`config.mk`:
```
export PLATFORM = sky130hd
export DESIGN_NAME = mul_issue_ctrl
export DESIGN_NICKNAME = d
export VERILOG_FILES = /design/src/rtl/mul_issue_ctrl_pkg.sv /design/src/rtl/mul_issue_ctrl_multiplier.sv /design/src/rtl/mul_issue_ctrl.sv
export SDC_FILE = /design/constraint.sdc
export NUM_CORES = 1
export LEC_CHECK = 0
export CAP_MARGIN = 25
export CORE_UTILIZATION = 52
export DETAILED_ROUTE_END_ITERATION = 12
export PLACE_DENSITY = 0.77
export SLEW_MARGIN = 20
export SYNTH_ARGS = -nofsm -noshare
export SYNTH_HDL_FRONTEND = slang
export SYNTH_HIERARCHICAL = 1
export SYNTH_SLANG_ARGS = --single-unit
```
`constraint.sdc`:
```
create_clock -name CLK -period 2.3 [get_ports CLK]
set_input_delay 0.345 -clock CLK [delete_from_list [all_inputs] [get_ports CLK]]
set_output_delay 0.345 -clock CLK [all_outputs]
set_load 0.005 [all_outputs]
```
`src/rtl/mul_issue_ctrl_pkg.sv`:
```
// Shared definitions for the multiplier issue/capture controller and its core.
package mul_issue_ctrl_pkg;

   typedef enum logic [2:0] {
      ST_IDLE    = 3'd0,
      ST_LOAD    = 3'd1,
      ST_RUN     = 3'd2,
      ST_CAPTURE = 3'd3,
      ST_OUT     = 3'd4
   } state_t;

   localparam int MUL_STEPS = 8;
   localparam int STEP_W    = $clog2(MUL_STEPS);

endpackage

```
`src/rtl/mul_issue_ctrl_multiplier.sv`:
```
// Radix-2 Booth multiplier core, 8x8 signed -> 16-bit product.
// Reloads while Start is high and steps once per clock while Start is low.
// It never stops on its own: it keeps shifting past the 8th step, and Busy
// drops one step before the product is complete, so callers time it externally.
module Multiplier
   import mul_issue_ctrl_pkg::*;
(
   input  logic        CLK,
   input  logic        Start,
   input  logic [7:0]  Multiplicand,
   input  logic [7:0]  Multiplier,
   output logic        Busy,
   output logic [15:0] Product
);

   // Upper half carries two guard bits so A - M cannot overflow for -128 operands.
   logic signed [9:0] a_q, a_d, m_q, m_d, sum;
   logic [7:0]        q_q, q_d;
   logic              q1_q, q1_d;
   logic [3:0]        cnt_q, cnt_d;

   // Booth add/subtract followed by arithmetic shift of {A, Q, Q-1}.
   always_comb begin
      a_d   = a_q;
      m_d   = m_q;
      q_d   = q_q;
      q1_d  = q1_q;
      cnt_d = cnt_q;
      sum   = a_q;
      if (Start) begin
         a_d   = '0;
         m_d   = 10'($signed(Multiplicand));
         q_d   = Multiplier;
         q1_d  = 1'b0;
         cnt_d = '0;
      end else begin
         case ({q_q[0], q1_q})
            2'b01:   sum = a_q + m_q;
            2'b10:   sum = a_q - m_q;
            default: sum = a_q;
         endcase
         {a_d, q_d, q1_d} = {sum[9], sum, q_q};
         if (cnt_q != 4'(MUL_STEPS)) cnt_d = cnt_q + 4'd1;
      end
   end

   // Core datapath registers.
   always_ff @(posedge CLK) begin
      a_q   <= a_d;
      m_q   <= m_d;
      q_q   <= q_d;
      q1_q  <= q1_d;
      cnt_q <= cnt_d;
   end

   assign Busy    = (cnt_q < 4'(MUL_STEPS - 1));
   assign Product = {a_q[7:0], q_q};

endmodule

```
`src/rtl/mul_issue_ctrl.sv`:
```
// Issue/capture controller wrapped around the Booth multiplier core.
//
//   state   | meaning
//   --------+-----------------------------------------------------------
//   IDLE    | InReady high, waiting for an operand pair
//   LOAD    | core Start high, core loads OpA/OpB at the next edge
//   RUN     | core Start low for exactly MUL_STEPS cycles
//   CAPTURE | Product valid; accumulate and register the result
//   OUT     | OutValid high, result held until OutReady
module mul_issue_ctrl
   import mul_issue_ctrl_pkg::*;
#(
   parameter int ACC_W = 24
) (
   input  logic             CLK,
   input  logic             RST,
   input  logic             InValid,
   output logic             InReady,
   input  logic [7:0]       InA,
   input  logic [7:0]       InB,
   input  logic             InAcc,
   output logic             OutValid,
   input  logic             OutReady,
   output logic [ACC_W-1:0] OutResult,
   output logic             OutOverflow
);

   state_t             state_q, state_d;
   logic [STEP_W-1:0]  cnt_q, cnt_d;
   logic [7:0]         op_a_q, op_a_d, op_b_q, op_b_d;
   logic               acc_sel_q, acc_sel_d;
   logic [ACC_W-1:0]   acc_q, acc_d, result_q, result_d;
   logic               ovf_q, ovf_d;
   logic               start;
   logic [15:0]        product;
   logic [ACC_W-1:0]   p_ext, addend, sum;

   // Core keeps reloading in every state except RUN, so it never free-runs while idle.
   Multiplier u_core (
      .CLK          (CLK),
      .Start        (start),
      .Multiplicand (op_a_q),
      .Multiplier   (op_b_q),
      .Busy         (),
      .Product      (product)
   );

   assign p_ext  = ACC_W'($signed(product));
   assign addend = acc_sel_q ? acc_q : '0;
   assign sum    = addend + p_ext;

   // Next-state, step counter, operand latch and accumulate-on-capture.
   always_comb begin
      state_d   = state_q;
      cnt_d     = cnt_q;
      op_a_d    = op_a_q;
      op_b_d    = op_b_q;
      acc_sel_d = acc_sel_q;
      acc_d     = acc_q;
      result_d  = result_q;
      ovf_d     = ovf_q;
      start     = 1'b1;
      InReady   = 1'b0;
      OutValid  = 1'b0;
      case (state_q)
         ST_IDLE: begin
            InReady = 1'b1;
            if (InValid) begin
               op_a_d    = InA;
               op_b_d    = InB;
               acc_sel_d = InAcc;
               state_d   = ST_LOAD;
            end
         end
         ST_LOAD: begin
            cnt_d   = '0;
            state_d = ST_RUN;
         end
         ST_RUN: begin
            start = 1'b0;
            cnt_d = cnt_q + 1'b1;
            if (cnt_q == STEP_W'(MUL_STEPS - 1)) state_d = ST_CAPTURE;
         end
         ST_CAPTURE: begin
            acc_d    = sum;
            result_d = sum;
            ovf_d    = (addend[ACC_W-1] == p_ext[ACC_W-1]) &&
                       (sum[ACC_W-1] != addend[ACC_W-1]);
            state_d  = ST_OUT;
         end
         ST_OUT: begin
            OutValid = 1'b1;
            if (OutReady) state_d = ST_IDLE;
         end
         default: state_d = ST_IDLE;
      endcase
   end

   // Control and accumulator registers; reset discards any in-flight operation.
   always_ff @(posedge CLK) begin
      if (RST) begin
         state_q   <= ST_IDLE;
         cnt_q     <= '0;
         op_a_q    <= '0;
         op_b_q    <= '0;
         acc_sel_q <= 1'b0;
         acc_q     <= '0;
         result_q  <= '0;
         ovf_q     <= 1'b0;
      end else begin
         state_q   <= state_d;
         cnt_q     <= cnt_d;
         op_a_q    <= op_a_d;
         op_b_q    <= op_b_d;
         acc_sel_q <= acc_sel_d;
         acc_q     <= acc_d;
         result_q  <= result_d;
         ovf_q     <= ovf_d;
      end
   end

   assign OutResult   = result_q;
   assign OutOverflow = ovf_q;

endmodule

```
==> impl_metrics.env <==
export IMPL_hp_class="reg2reg"
export IMPL_syn_inst=572
export IMPL_finalSetupViolCount=9
export IMPL_seqPwrFrac_pct=39.4
export IMPL_fin_skew_ns=0.01272
export IMPL_grt_usage_pct=27.17
export IMPL_path_max_fanout=7
export IMPL_viasPerCell=6.032
export IMPL_num_antenna_cells=0
export IMPL_totalWireLength_microns=13640
export IMPL_p_per_area_nw_per_um2=571.4
export IMPL_cts_tree="done"
export IMPL_postSynthAreaPerCell_sq_um=8.249
export IMPL_ys_warn_count=6
export IMPL_first_global_vias=4477
export IMPL_period_needed_ns=2.396
export IMPL_start_util_pct=53.84
export IMPL_rsz0062_at_grt="true"
export IMPL_clock_sinks=74
export IMPL_drt_iter0_markers=249
export IMPL_vdd_drop_max_v=0.0004124
export IMPL_status="complete, but fails checks"
export IMPL_via_count=4717
export IMPL_nFillCells=588
export IMPL_swShare_pct=33.32
export IMPL_hold_ws_ns=0.4360
export IMPL_fin_ws_ns=-0.09606
export IMPL_fin_nets=728
export IMPL_syn_to_final_growth_pct=37.10
export IMPL_finalMaxSlewViolations=0
export IMPL_cts_buffers=9
export IMPL_slew_headroom_pct=60.90
export IMPL_cts_path_max_buffers=2
export IMPL_violations="setup timing"
export IMPL_drc=0
export IMPL_clock_latency_ns=0.36
export IMPL_drive_above_1_share_pct=26.71
export IMPL_end_kind="register"
export IMPL_grt_max_degree=32
export IMPL_syn_cell_area_sq_um=4718
export IMPL_core_area_sq_um=8763
export IMPL_power_leakage_nw=2.548
export IMPL_power_share_clock_pct=29.5
export IMPL_antenna_found_initial=0
export IMPL_ios=48
export IMPL_grt_overflow=0
export IMPL_syn_nets=631
export IMPL_cts_hold_buf=0
export IMPL_combinationalPowerShare_pct=31.0
export IMPL_ant_nets=0
export IMPL_max_freq_mhz=417.4
export IMPL_dr_pass1_iters=5
export IMPL_period_share_pct=104.2
export IMPL_p_sw_mw=1.232
export IMPL_cts_clk_slew_worst_paths_ns=0.09
export IMPL_io_buffers=47
export IMPL_dieWidth_microns=97.26
export IMPL_dieArea_sq_um=9459
export IMPL_total_power_mw=3.697
export IMPL_hold_violations=0
export IMPL_utilization_pct=73.82
export IMPL_die_y_microns=97.26
export IMPL_p_int_mw=2.465
export IMPL_hpwlAfterDp_microns=9277
export IMPL_crit_required_ns=2.60
export IMPL_path_class="reg2reg"
export IMPL_startpoint_type="register"
export IMPL_row_count=34
export IMPL_dp_slack_ns=-0.1445
export IMPL_worstPathArrival_ns=2.70
export IMPL_htreeDepth=3
export IMPL_wl_per_cell_microns=17.45
export IMPL_max_cap_violations=0
export IMPL_gp_congestion=0.8922
export IMPL_grt_pass1_wl_microns=20850
export IMPL_clock_root_buffer="clkbuf_8"
export IMPL_worst_pin_slew_ns=0.5864
[flip-flops by register name (all words and copies together) (netlist names)]
name / cells
op_a_q: 8
cnt_q: 3
OutResult: 24
op_b_q: 8
u_core/a_q: 9
u_core/m_q: 8
u_core/q_q: 8
u_core/q1_q: 1
acc_sel_q: 1
OutOverflow: 1
state_q: 3
[area by class of cell]
class / instances / area [sq um] / share of cell area [%]
Tap cell: 108 / 135.1 / 2.089
Timing Repair Buffer: 119 / 1051 / 16.25
Multi-Input combinational cell: 449 / 3445 / 53.25
Clock buffer: 9 / 123.9 / 1.915
Inverter: 16 / 62.56 / 0.9671
Clock inverter: 7 / 83.83 / 1.296
Sequential cell: 74 / 1568 / 24.24
[metrics by stage]
stage                     cells  cell area [sq um]  setup TNS [ns]
after floorplan             572               4763         -0.1251
after global placement      755               5645        -0.03545
after detailed placement    755               5645         -0.7527
after CTS                   773               6090        -0.08079
after global routing        782               6469          -1.740
final                       782               6469         -0.3703
[cells in the final DEF, fill, tap and decap left out, drive strengths merged, types with 3 or more instances in the layout]
master,count
nand2,91
buf,72
a21oi,68
dfxtp,66
clkdlybuf4s50,47
ha,36
nor2,31
and2,26
o21ai,26
inv,19
xnor2,16
nand3,15
nor3,12
a21o,11
mux2,9
clkbuf,9
nand4,8
edfxtp,8
a31oi,8
xor2,7
mux2i,7
a211oi,6
and3,5
nor2b,5
nor4,4
a22oi,4
or3,4
o21a,3
and4,3
a2111oi,3
o211ai,3
[worst paths after layout]
kind,startpoint,to,slack [ns],cells after the start
worst min-delay path,op_a_q[2]$_SDFFE_PP0P_,u_core/m_q[2]$_DFFE_PP_,0.44,0
worst max register to register,acc_sel_q$_SDFFE_PP0P_,OutResult[8]$_SDFFE_PP0P_,-0.1,11
worst min register to register,op_a_q[2]$_SDFFE_PP0P_,u_core/m_q[2]$_DFFE_PP_,0.44,0
worst max-delay path,acc_sel_q$_SDFFE_PP0P_,OutResult[8]$_SDFFE_PP0P_,-0.1,11
[critical path: stages, from the launching register on]
cell and delay [ns]:
dfxtp_4 0.38, and2_4 0.15, ha_4 0.15, fa_2 0.34, a21o_1 0.21, a221oi_4 0.30, buf_12 0.17, buf_4 0.11
o21ai_0 0.07, a21oi_1 0.19, nand4_1 0.15, nand3_1 0.12
[layer usage]
layer | GRT usage [%] | routed length, microns
met1 | 33.39 | 5641
met2 | 46.26 | 6745
met3 | 4.820 | 792
met4 | 12.56 | 463
met5 | 0 | 0
[power groups by stage]
stage                     clock, mW  sequential (mW)  combinational [mW]
after floorplan                   0             1.45               0.575
after global placement            0             1.47               0.812
after detailed placement          0             1.47               0.846
after CTS                      1.10             1.45               0.921
after global routing           1.17             1.47                1.22
final                          1.09             1.46                1.15
[repair_timing]
| item | in CTS | in global routing |
|---|---|---|
| setup buffers | 2 | 9 |
| setup endpoints to repair | 16 | 24 |
| pin swaps | 12 | 27 |
| resized for setup | 31 | 61 |
Note: power is estimated with default switching activity, not from simulation.
